### config.mk
export PLATFORM = sky130hd
export DESIGN_NAME = rob_reload_seq
export DESIGN_NICKNAME = d
export VERILOG_FILES = /design/src/rtl/rob_reload_seq_pkg.sv /design/src/rtl/rob_remap_stepper.sv /design/src/rtl/rob_reload_seq.sv
export SDC_FILE = /design/constraint.sdc
export NUM_CORES = 1
export LEC_CHECK = 0
export CAP_MARGIN = 20
export CORE_ASPECT_RATIO = 1.1
export CORE_MARGIN = 10
export CORE_UTILIZATION = 35
export DETAILED_ROUTE_END_ITERATION = 12
export HOLD_SLACK_MARGIN = 0.02
export PLACE_DENSITY = 0.72
export SLEW_MARGIN = 20
export SYNTH_ARGS = -nofsm -noshare
export SYNTH_HDL_FRONTEND = slang
export SYNTH_HIERARCHICAL = 1
export SYNTH_SLANG_ARGS = --single-unit
### constraint.sdc
create_clock -name Clk -period 6.5 [get_ports Clk]
set_input_delay 1.95 -clock Clk [delete_from_list [all_inputs] [get_ports Clk]]
set_output_delay 1.95 -clock Clk [all_outputs]
set_load 0.1 [all_outputs]
### src/rtl/rob_reload_seq_pkg.sv
// -----------------------------------------------------------------------------
// rob_reload_seq_pkg
// Shared definitions for the ROB-side reload sequencer:
//   - FSM state encoding
//   - reload-cause constants (branch mispredict / exception)
//   - 1-bit strobe values used when driving pulse outputs
//   - helper that selects the reload cause of a committing entry
// -----------------------------------------------------------------------------
package rob_reload_seq_pkg;

  typedef enum logic [2:0] {
    ST_IDLE     = 3'd0,
    ST_RELOAD   = 3'd1,
    ST_WAIT_ACK = 3'd2,
    ST_COPY     = 3'd3,
    ST_DONE     = 3'd4
  } rld_state_e;

  // Reload cause of the committing head entry.
  localparam logic RLD_BR  = 1'b0;
  localparam logic RLD_EXC = 1'b1;

  // Strobe levels: EnableValue raises a pulse, AbleValue drops it.
  localparam logic EnableValue = 1'b1;
  localparam logic AbleValue   = 1'b0;

  // An exception wins over a mispredict when both flags are set.
  function automatic logic rld_cause(input logic excp);
    return excp ? RLD_EXC : RLD_BR;
  endfunction

endpackage

### src/rtl/rob_remap_stepper.sv
// -----------------------------------------------------------------------------
// rob_remap_stepper
// Beat counter / address stepper for the aRAT->RAT copy.
// Ports:
//   Clk, Rest  : clock, asynchronous active-high reset
//   i_load     : restart the beat counter at beat 0 (entry into the copy)
//   i_step     : advance one beat; the last beat wraps back to 0
//   o_base     : first architectural register of the current beat
//   o_last     : current beat is the final one
// The counter wraps to 0 after the last beat so o_base reads 0 whenever
// no copy is in progress.
// -----------------------------------------------------------------------------
module rob_remap_stepper
  import rob_reload_seq_pkg::*;
#(
  parameter int AREG_NUM   = 32,
  parameter int COPY_LANES = 4,
  parameter int BASE_W     = 5
)(
  input  logic              Clk,
  input  logic              Rest,
  input  logic              i_load,
  input  logic              i_step,
  output logic [BASE_W-1:0] o_base,
  output logic              o_last
);

  localparam int BEATS  = AREG_NUM / COPY_LANES;
  localparam int BEAT_W = (BEATS > 1) ? $clog2(BEATS) : 1;
  localparam logic [BEAT_W-1:0] LAST_BEAT = BEAT_W'(BEATS - 1);

  logic [BEAT_W-1:0] r_beat;

  always_ff @(posedge Clk or posedge Rest) begin
    if (Rest) begin
      r_beat <= '0;
    end else if (i_load) begin
      r_beat <= '0;
    end else if (i_step) begin
      r_beat <= o_last ? '0 : (r_beat + BEAT_W'(1));
    end
  end

  assign o_last = (r_beat == LAST_BEAT);
  assign o_base = BASE_W'(r_beat) * BASE_W'(COPY_LANES);

endmodule

### src/rtl/rob_reload_seq.sv
// -----------------------------------------------------------------------------
// rob_reload_seq
// ROB-side generator of the pipeline reload protocol. Watches the ROB head at
// commit; on a mispredicted branch or an exception it pulses ROBReload with
// the redirect PC, waits for the aRATRemapping acknowledge (bounded by
// ACK_TIMEOUT), steps the aRAT->RAT copy in COPY_LANES-wide beats and then
// pulses RemapDone. Commit is stalled for the whole sequence.
//
// Handshake: ROBReload/RedirectValid are one-cycle pulses issued in RELOAD.
// aRATRemapping is only sampled in WAIT_ACK; a high level in any other state
// has no effect. If it does not arrive within ACK_TIMEOUT WAIT_ACK cycles the
// copy starts anyway and the sticky AckTimeout flag is set.
//
// Ports:
//   Clk, Rest                inputs : clock, asynchronous active-high reset
//   CmtValid/Mispred/Excp    inputs : head-entry commit and its event flags
//   CmtExcode/CmtPc          inputs : head-entry exception code and PC
//   CmtTargetPc              input  : resolved branch target
//   ExcpEntryPc              input  : CSR exception entry address
//   aRATRemapping            input  : acknowledge from the flush controller
//   ROBReload/RedirectValid  outputs: reload pulse, redirect pulse
//   RedirectPc               output : fetch restart PC (held until next event)
//   ExcpValid/ExcpCode/ExcpPc outputs: exception pulse and captured info
//   CommitStall              output : high while a reload is in progress
//   RemapValid/RemapBase     outputs: copy beat strobe and first reg of beat
//   RemapDone                output : pulse after the last beat
//   AckTimeout               output : sticky missed-ack flag
//   o_dbg_state              output : current FSM state
// All outputs are registered.
// -----------------------------------------------------------------------------
module rob_reload_seq
  import rob_reload_seq_pkg::*;
#(
  parameter int PC_W        = 32,
  parameter int AREG_NUM    = 32,
  parameter int COPY_LANES  = 4,
  parameter int EXCODE_W    = 6,
  parameter int ACK_TIMEOUT = 7,
  localparam int BASE_W     = $clog2(AREG_NUM)
)(
  input  logic                Clk,
  input  logic                Rest,
  input  logic                CmtValid,
  input  logic                CmtMispred,
  input  logic                CmtExcp,
  input  logic [EXCODE_W-1:0] CmtExcode,
  input  logic [PC_W-1:0]     CmtPc,
  input  logic [PC_W-1:0]     CmtTargetPc,
  input  logic [PC_W-1:0]     ExcpEntryPc,
  input  logic                aRATRemapping,
  output logic                ROBReload,
  output logic                RedirectValid,
  output logic [PC_W-1:0]     RedirectPc,
  output logic                ExcpValid,
  output logic [EXCODE_W-1:0] ExcpCode,
  output logic [PC_W-1:0]     ExcpPc,
  output logic                CommitStall,
  output logic                RemapValid,
  output logic [BASE_W-1:0]   RemapBase,
  output logic                RemapDone,
  output logic                AckTimeout,
  output logic [2:0]          o_dbg_state
);

  generate
    if ((AREG_NUM % COPY_LANES) != 0) begin : g_bad_lanes
      $error("rob_reload_seq: AREG_NUM must be a multiple of COPY_LANES");
    end
    if ((ACK_TIMEOUT < 1) || (ACK_TIMEOUT > 8)) begin : g_bad_timeout
      $error("rob_reload_seq: ACK_TIMEOUT must fit the 3-bit wait counter (1..8)");
    end
  endgenerate

  // The wait counter starts at 0 on entry, so the last allowed WAIT_ACK
  // cycle is the one where it reads ACK_TIMEOUT-1.
  localparam logic [2:0] ACK_LIMIT = 3'(ACK_TIMEOUT - 1);

  rld_state_e          r_state;
  logic [2:0]          r_ack_cnt;
  logic                r_rob_reload;
  logic                r_redirect_valid;
  logic [PC_W-1:0]     r_redirect_pc;
  logic                r_excp_valid;
  logic [EXCODE_W-1:0] r_excp_code;
  logic [PC_W-1:0]     r_excp_pc;
  logic                r_stall;
  logic                r_remap_valid;
  logic                r_remap_done;
  logic                r_ack_timeout;

  logic                w_event;
  logic                w_cause;
  logic                w_ack_expired;
  logic                w_copy_start;
  logic                w_copy_step;
  logic                w_last_beat;
  logic [BASE_W-1:0]   w_remap_base;

  assign w_event       = CmtValid & (CmtMispred | CmtExcp);
  assign w_cause       = rld_cause(CmtExcp);
  assign w_ack_expired = (r_ack_cnt == ACK_LIMIT);
  assign w_copy_start  = (r_state == ST_WAIT_ACK) & (aRATRemapping | w_ack_expired);
  assign w_copy_step   = (r_state == ST_COPY);

  rob_remap_stepper #(
    .AREG_NUM   (AREG_NUM),
    .COPY_LANES (COPY_LANES),
    .BASE_W     (BASE_W)
  ) u_stepper (
    .Clk    (Clk),
    .Rest   (Rest),
    .i_load (w_copy_start),
    .i_step (w_copy_step),
    .o_base (w_remap_base),
    .o_last (w_last_beat)
  );

  always_ff @(posedge Clk or posedge Rest) begin
    if (Rest) begin
      r_state          <= ST_IDLE;
      r_ack_cnt        <= '0;
      r_rob_reload     <= AbleValue;
      r_redirect_valid <= AbleValue;
      r_redirect_pc    <= '0;
      r_excp_valid     <= AbleValue;
      r_excp_code      <= '0;
      r_excp_pc        <= '0;
      r_stall          <= AbleValue;
      r_remap_valid    <= AbleValue;
      r_remap_done     <= AbleValue;
      r_ack_timeout    <= AbleValue;
    end else begin
      // Pulses default low; only the state that owns them raises them.
      r_rob_reload     <= AbleValue;
      r_redirect_valid <= AbleValue;
      r_excp_valid     <= AbleValue;
      r_remap_done     <= AbleValue;

      case (r_state)
        ST_IDLE: begin
          if (w_event) begin
            r_redirect_pc    <= (w_cause == RLD_EXC) ? ExcpEntryPc : CmtTargetPc;
            r_excp_pc        <= CmtPc;
            r_excp_code      <= CmtExcode;
            r_rob_reload     <= EnableValue;
            r_redirect_valid <= EnableValue;
            r_excp_valid     <= (w_cause == RLD_EXC);
            r_stall          <= EnableValue;
            r_state          <= ST_RELOAD;
          end
        end

        ST_RELOAD: begin
          r_ack_cnt <= '0;
          r_state   <= ST_WAIT_ACK;
        end

        ST_WAIT_ACK: begin
          if (aRATRemapping) begin
            r_remap_valid <= EnableValue;
            r_state       <= ST_COPY;
          end else if (w_ack_expired) begin
            r_ack_timeout <= EnableValue;
            r_remap_valid <= EnableValue;
            r_state       <= ST_COPY;
          end else begin
            r_ack_cnt <= r_ack_cnt + 3'd1;
          end
        end

        ST_COPY: begin
          if (w_last_beat) begin
            r_remap_valid <= AbleValue;
            r_remap_done  <= EnableValue;
            r_state       <= ST_DONE;
          end
        end

        ST_DONE: begin
          r_stall <= AbleValue;
          r_state <= ST_IDLE;
        end

        default: begin
          r_state <= ST_IDLE;
        end
      endcase
    end
  end

  // Upstream must hold commit while CommitStall is high; any commit seen
  // then is ignored by the FSM and recorded here.
  c_cmt_while_stalled: cover property (
    @(posedge Clk) disable iff (Rest) (CmtValid && CommitStall)
  );

  assign ROBReload     = r_rob_reload;
  assign RedirectValid = r_redirect_valid;
  assign RedirectPc    = r_redirect_pc;
  assign ExcpValid     = r_excp_valid;
  assign ExcpCode      = r_excp_code;
  assign ExcpPc        = r_excp_pc;
  assign CommitStall   = r_stall;
  assign RemapValid    = r_remap_valid;
  assign RemapBase     = w_remap_base;
  assign RemapDone     = r_remap_done;
  assign AckTimeout    = r_ack_timeout;
  assign o_dbg_state   = r_state;

endmodule
Yosys cells after proc, flatten, opt, wreduce, memory -nomap -nowiden
Cells that the tools add are included.
- output and inout port bits: 85
- register bits: 85
- logic and storage cells: 66
- mux-type cells: 25
- reduce and logical (&&, ||, !) cells: 11
- bitwise logic cells: 5
- eq/ne operators: 11
- add/subtract/negate cells: 2
- operators by type and width (cell ; count):
    2-to-1 mux 32 bit ; 1
    2-to-1 mux 3 bit ; 9
    case mux 3 bit (4 select lines) ; 1
    AND reduction 3 bit ; 4
    2-to-1 mux 1 bit ; 11
    == test 3 bit, second input constant ; 3
    inequality test 2 bit, second input constant ; 4
    nonzero test 2 bit ; 4
    adder 3 x 1 -> 3 bit, second input constant ; 2
    == test 3 x 2 -> 1 bit, second input constant ; 2
    case mux 3 bit (2 select lines) ; 1
    case mux 1 bit (2 select lines) ; 2
    AND reduction 2 bit ; 2
    == test 3 x 1 -> 1 bit, second input constant ; 1
    logical NOT 3 bit ; 1
    inequality test 3 bit, second input constant ; 1
    AND 1 bit ; 2
    OR 1 bit ; 2
    NOT 1 bit ; 1

Longest topological paths before layout
- word-level depth: 4
- depth in mapped cells: 5

Hierarchy
The synthesis kept the hierarchy.
- by module, submodules not included (module ; area each (µm²) ; instances ; cells an instance):
    rob_reload_seq ; 3651.0 ; 1 ; 249
    rob_remap_stepper ; 173.9 ; 1 ; 16

Worst setup path before layout
No wires, ideal clock.
- kind: input -> register
- start: input CmtExcp
- end: register r_excp_code[0] (netlist: ExcpCode[0])
- path slack: 3216 ps
- cell stages on the path: 5
- data arrival time: 3158 ps
- setup time: 125 ps
- path through: buf_4 -> o21ai_2 -> nor4_4 -> buf_6 -> mux2_2
- longest elaborated chain between the ends: 3
- RTL lines (element ; line ; RTL):
    start, declared ; rob_reload_seq.sv:45 ; input logic CmtExcp,
    OR 1 bit ; rob_reload_seq.sv:99 ; assign w_event = CmtValid & (CmtMispred | CmtExcp);
    AND 1 bit ; rob_reload_seq.sv:99 ;
    AND reduction 2 bit (no line) ; - ;
    end signal, assigned ; rob_reload_seq.sv:144 ; r_excp_code <= CmtExcode;
    end, declared ; rob_reload_seq.sv:84 ; logic [EXCODE_W-1:0] r_excp_code;
No other way between the ends.
A chain may end at the register's enable or synchronous reset.

Worst setup path in the final report
- start: register r_state[1] (netlist: o_dbg_state[1])
- end: output o_dbg_state[1]
- RTL lines (element ; line ; RTL):
    start, declared ; rob_reload_seq.sv:78 ; rld_state_e r_state;
    start signal, assigned ; rob_reload_seq.sv:120 ; r_state <= ST_IDLE;
    start signal, assigned ; rob_reload_seq.sv:149 ; r_state <= ST_RELOAD;
    start signal, assigned ; rob_reload_seq.sv:155 ; r_state <= ST_WAIT_ACK;
    end, declared ; rob_reload_seq.sv:62 ; output logic [2:0] o_dbg_state
No word-level cell between the ends.

==> run summary <==
Std-Cell Core Area: 10500 um2
Fraction of the cycle the final worst path needs: 65.4%
Origin of the critical flop-to-flop path: o_dbg_state[1]$_DFFE_PP0P_
Global-route wire length before repair: 16700 um
Final routed wire length divided by cell count: 17.8 um
Maximum level of the CTS H-tree: 3
Number of antenna violations at the first check in global routing: 0
Reg-to-reg slack, setup: 4.45 ns
Via density: 4.66
Cell count of the worst hold path: 1
Most common library cell in the layout ignoring fill and taps: clkdlybuf4s50_1
Cell variety after synth: 32
Startpoint of the most critical hold path: AckTimeout$_DFFE_PP0P_
Slew headroom: 31.6%
Gate Count Post-Synth: 265
List of cells traversed by the critical path: clkdlybuf4s50_1
Remaining global-route overflow: 0
Insertion delay of the later-clocked pin in the worst-skew pair: 0.33 ns
Cell area after synthesis: 3820 um2
Crit path required time: 4.55 ns
Most used cells in the layout excluding fill and tap cells: clkdlybuf4s50_1, mux2_2, dfrtp_1
Via count of the first global-routing pass: 3100
Number of enable-type register cells in the synthesized netlist: 0
Final setup violating endpoints: 0
Largest fanout on the critical path: 20
Max Clk Rate: 235 MHz
Area of the die: 15500 um2
Number of violations reported at the end of detailed-routing iteration 0: 80
Reg-to-Reg End: ExcpPc[30]$_DFFE_PP0P_
Height of the chip: 130 um
Worst-case reg-to-reg path depth: 3
Max stage delay on crit path: 1.25 ns
Clock transition at the register clock pins on the worst setup and hold paths after CTS: 0.06 ns
Syn-to-layout area delta: 60.1%
Pins over their slew limit: 0
Critical path arrival: 2.30 ns
Number of top-level pins: 193
Width of the chip: 120 um
Residual DRC count: 0
Startpoint kind of the worst setup timing path: flip-flop
Outcome: complete, no violations
Post-CTS Setup Inserts: 0
Antenna cells: 0
Library cell contributing the largest single delay on the critical path: clkdlybuf4s50_1
Part of the Yosys area used for sequential elements: 55.6%
Count of maximum capacitance violations: 0
Critical path class: reg -> out
Setup total negative slack: 0 ns
Clk sink count: 85
Post-route ant nets: 0
Final number of hold-violating endpoints: 0
Proportion of synthesized flip-flops having asynchronous set or reset: 100%
Total Wirelength: 10700 um
Time the worst path needs with I/O delays and setup: 4.25 ns
Clock Path Buffers: 2
Buffering stage count on the worst path with inverters included: 1
Destination of the worst hold path: AckTimeout$_DFFE_PP0P_
All-layer global routing usage: 13.6%
CTS resizes: 0
Capturing element type of the critical path: primary output
Ratio of cells with drive above 1 in the final layout: 27.7%
CTS Root Cell: clkbuf_16
Number of warnings issued by yosys: 6
Count of filler cells inserted in the layout: 875
CTS Buf Count: 9
Flops & latches, synth: 85
Avg Cell Area, Syn: 14.4 um2
Hold_buf cts: 0
Final #Nets: 565
Number of rows created at floorplan: 39
Prevailing post-synth register cell: dfrtp_1
Unrepaired setup endpoints after global routing: false
Count of TritonRoute iterations in the first routing pass: 4
Starting density of the core: 36.3%
Half-perimeter wire length of the detailed placement result: 8420 um
CTS tree: yes
Top cell family by delay on the critical path: buffers and inverters
Port bufs: 190
Worst clock skew on the final layout: 0.00294 ns
Pin count of the biggest net entering global routing: 52
Actual transition at the worst max-transition pin: 1.02 ns
Total number of vias: 2799
Final weighted congestion of routability-driven global placement: 0.737
Tightest Hold Check Type: reg -> reg
==> state kept, by name, indices dropped and copies added, names as in the netlist <==
| signal | count |
|---|---|
| u_stepper/r_beat | 3 |
| RedirectPc | 32 |
| RedirectValid | 1 |
| r_ack_cnt | 3 |
| ExcpValid | 1 |
| RemapValid | 1 |
| RemapDone | 1 |
| AckTimeout | 1 |
| ExcpCode | 6 |
| o_dbg_state | 3 |
| CommitStall | 1 |
| ExcpPc | 32 |
==> synth_stat cells (2+ instances only) <==
library cell / number / area (um2)
buf_6: 8 / 90.1
dfrtp_1: 85 / 2130
a21oi_1: 4 / 20.0
mux2i_1: 2 / 20.0
clkbuf_1: 5 / 18.8
nor3_1: 5 / 25.0
ha_1: 4 / 50.1
nand3_1: 2 / 10.0
mux2_2: 102 / 1150
a211o_1: 2 / 17.5
a31o_2: 2 / 17.5
buf_4: 4 / 30.0
inv_1: 4 / 15.0
nor2b_1: 2 / 12.5
nand2b_1: 3 / 18.8
and2_1: 3 / 18.8
nor2_1: 5 / 18.8
and3_1: 6 / 37.5
nand2_1: 4 / 15.0
==> per-stage QoR <==
step | area, um2 | util (%) | setup slack, ns | std cells | hold WS, ns
final | 6120 | 58.1 | 2.25 | 601 | 0.469
after global routing | 6120 | 58.1 | 2.13 | 601 | 0.503
after CTS | 6120 | 58.1 | 2.22 | 601 | 0.476
after detailed placement | 5800 | 55.0 | 2.22 | 585 | 0.463
after global placement | 5800 | 55.0 | 2.26 | 585 | 0.453
after floorplan | 3830 | - | 2.44 | 266 | 0.505
==> cell families after synthesis <==
group	Yosys count	share of synthesized area, %
DFF	85	55.6
buffers and inverters	22	4.15
other	1	0.0980
adders and majority gates	4	1.31
muxes	104	30.6
and+or+nand+nor	35	5.50
AOI/OAI and AO/OA	14	2.78
==> layout make-up <==
type,count,area [um2],share of cell area [%]
multi-input combinational,159,1540,25.2
tap,143,179,2.92
inverter,4,16.3,0.266
clock buffer,13,260,4.25
timing repair buffer,194,1930,31.5
sequential,85,2130,34.7
clock inverter,3,67.6,1.10
==> per-layer routing <==
metal  global-route usage [%]  wire length [um]
met2                     23.3              5250
met4                     5.11               136
met3                     6.73              1160
met5                        0                 0
met1                     14.2              4120
==> worst max path at each step <==
stage | start | to | slack [ns] | depth (start not counted)
detailed placement | CmtExcp | ExcpPc[5]$_DFFE_PP0P_ | 2.22 | 6
global placement | CmtExcp | ExcpPc[25]$_DFFE_PP0P_ | 2.26 | 6
finish | o_dbg_state[1]$_DFFE_PP0P_ | o_dbg_state[1] | 2.25 | 1
floorplan | Rest | AckTimeout$_DFFE_PP0P_ | 2.44 | 1
global route | o_dbg_state[1]$_DFFE_PP0P_ | o_dbg_state[1] | 2.13 | 1
CTS | o_dbg_state[1]$_DFFE_PP0P_ | o_dbg_state[1] | 2.22 | 1
Power is not shown: default switching activity piles up to over one toggle a cycle in this logic, so the estimate is an artifact.
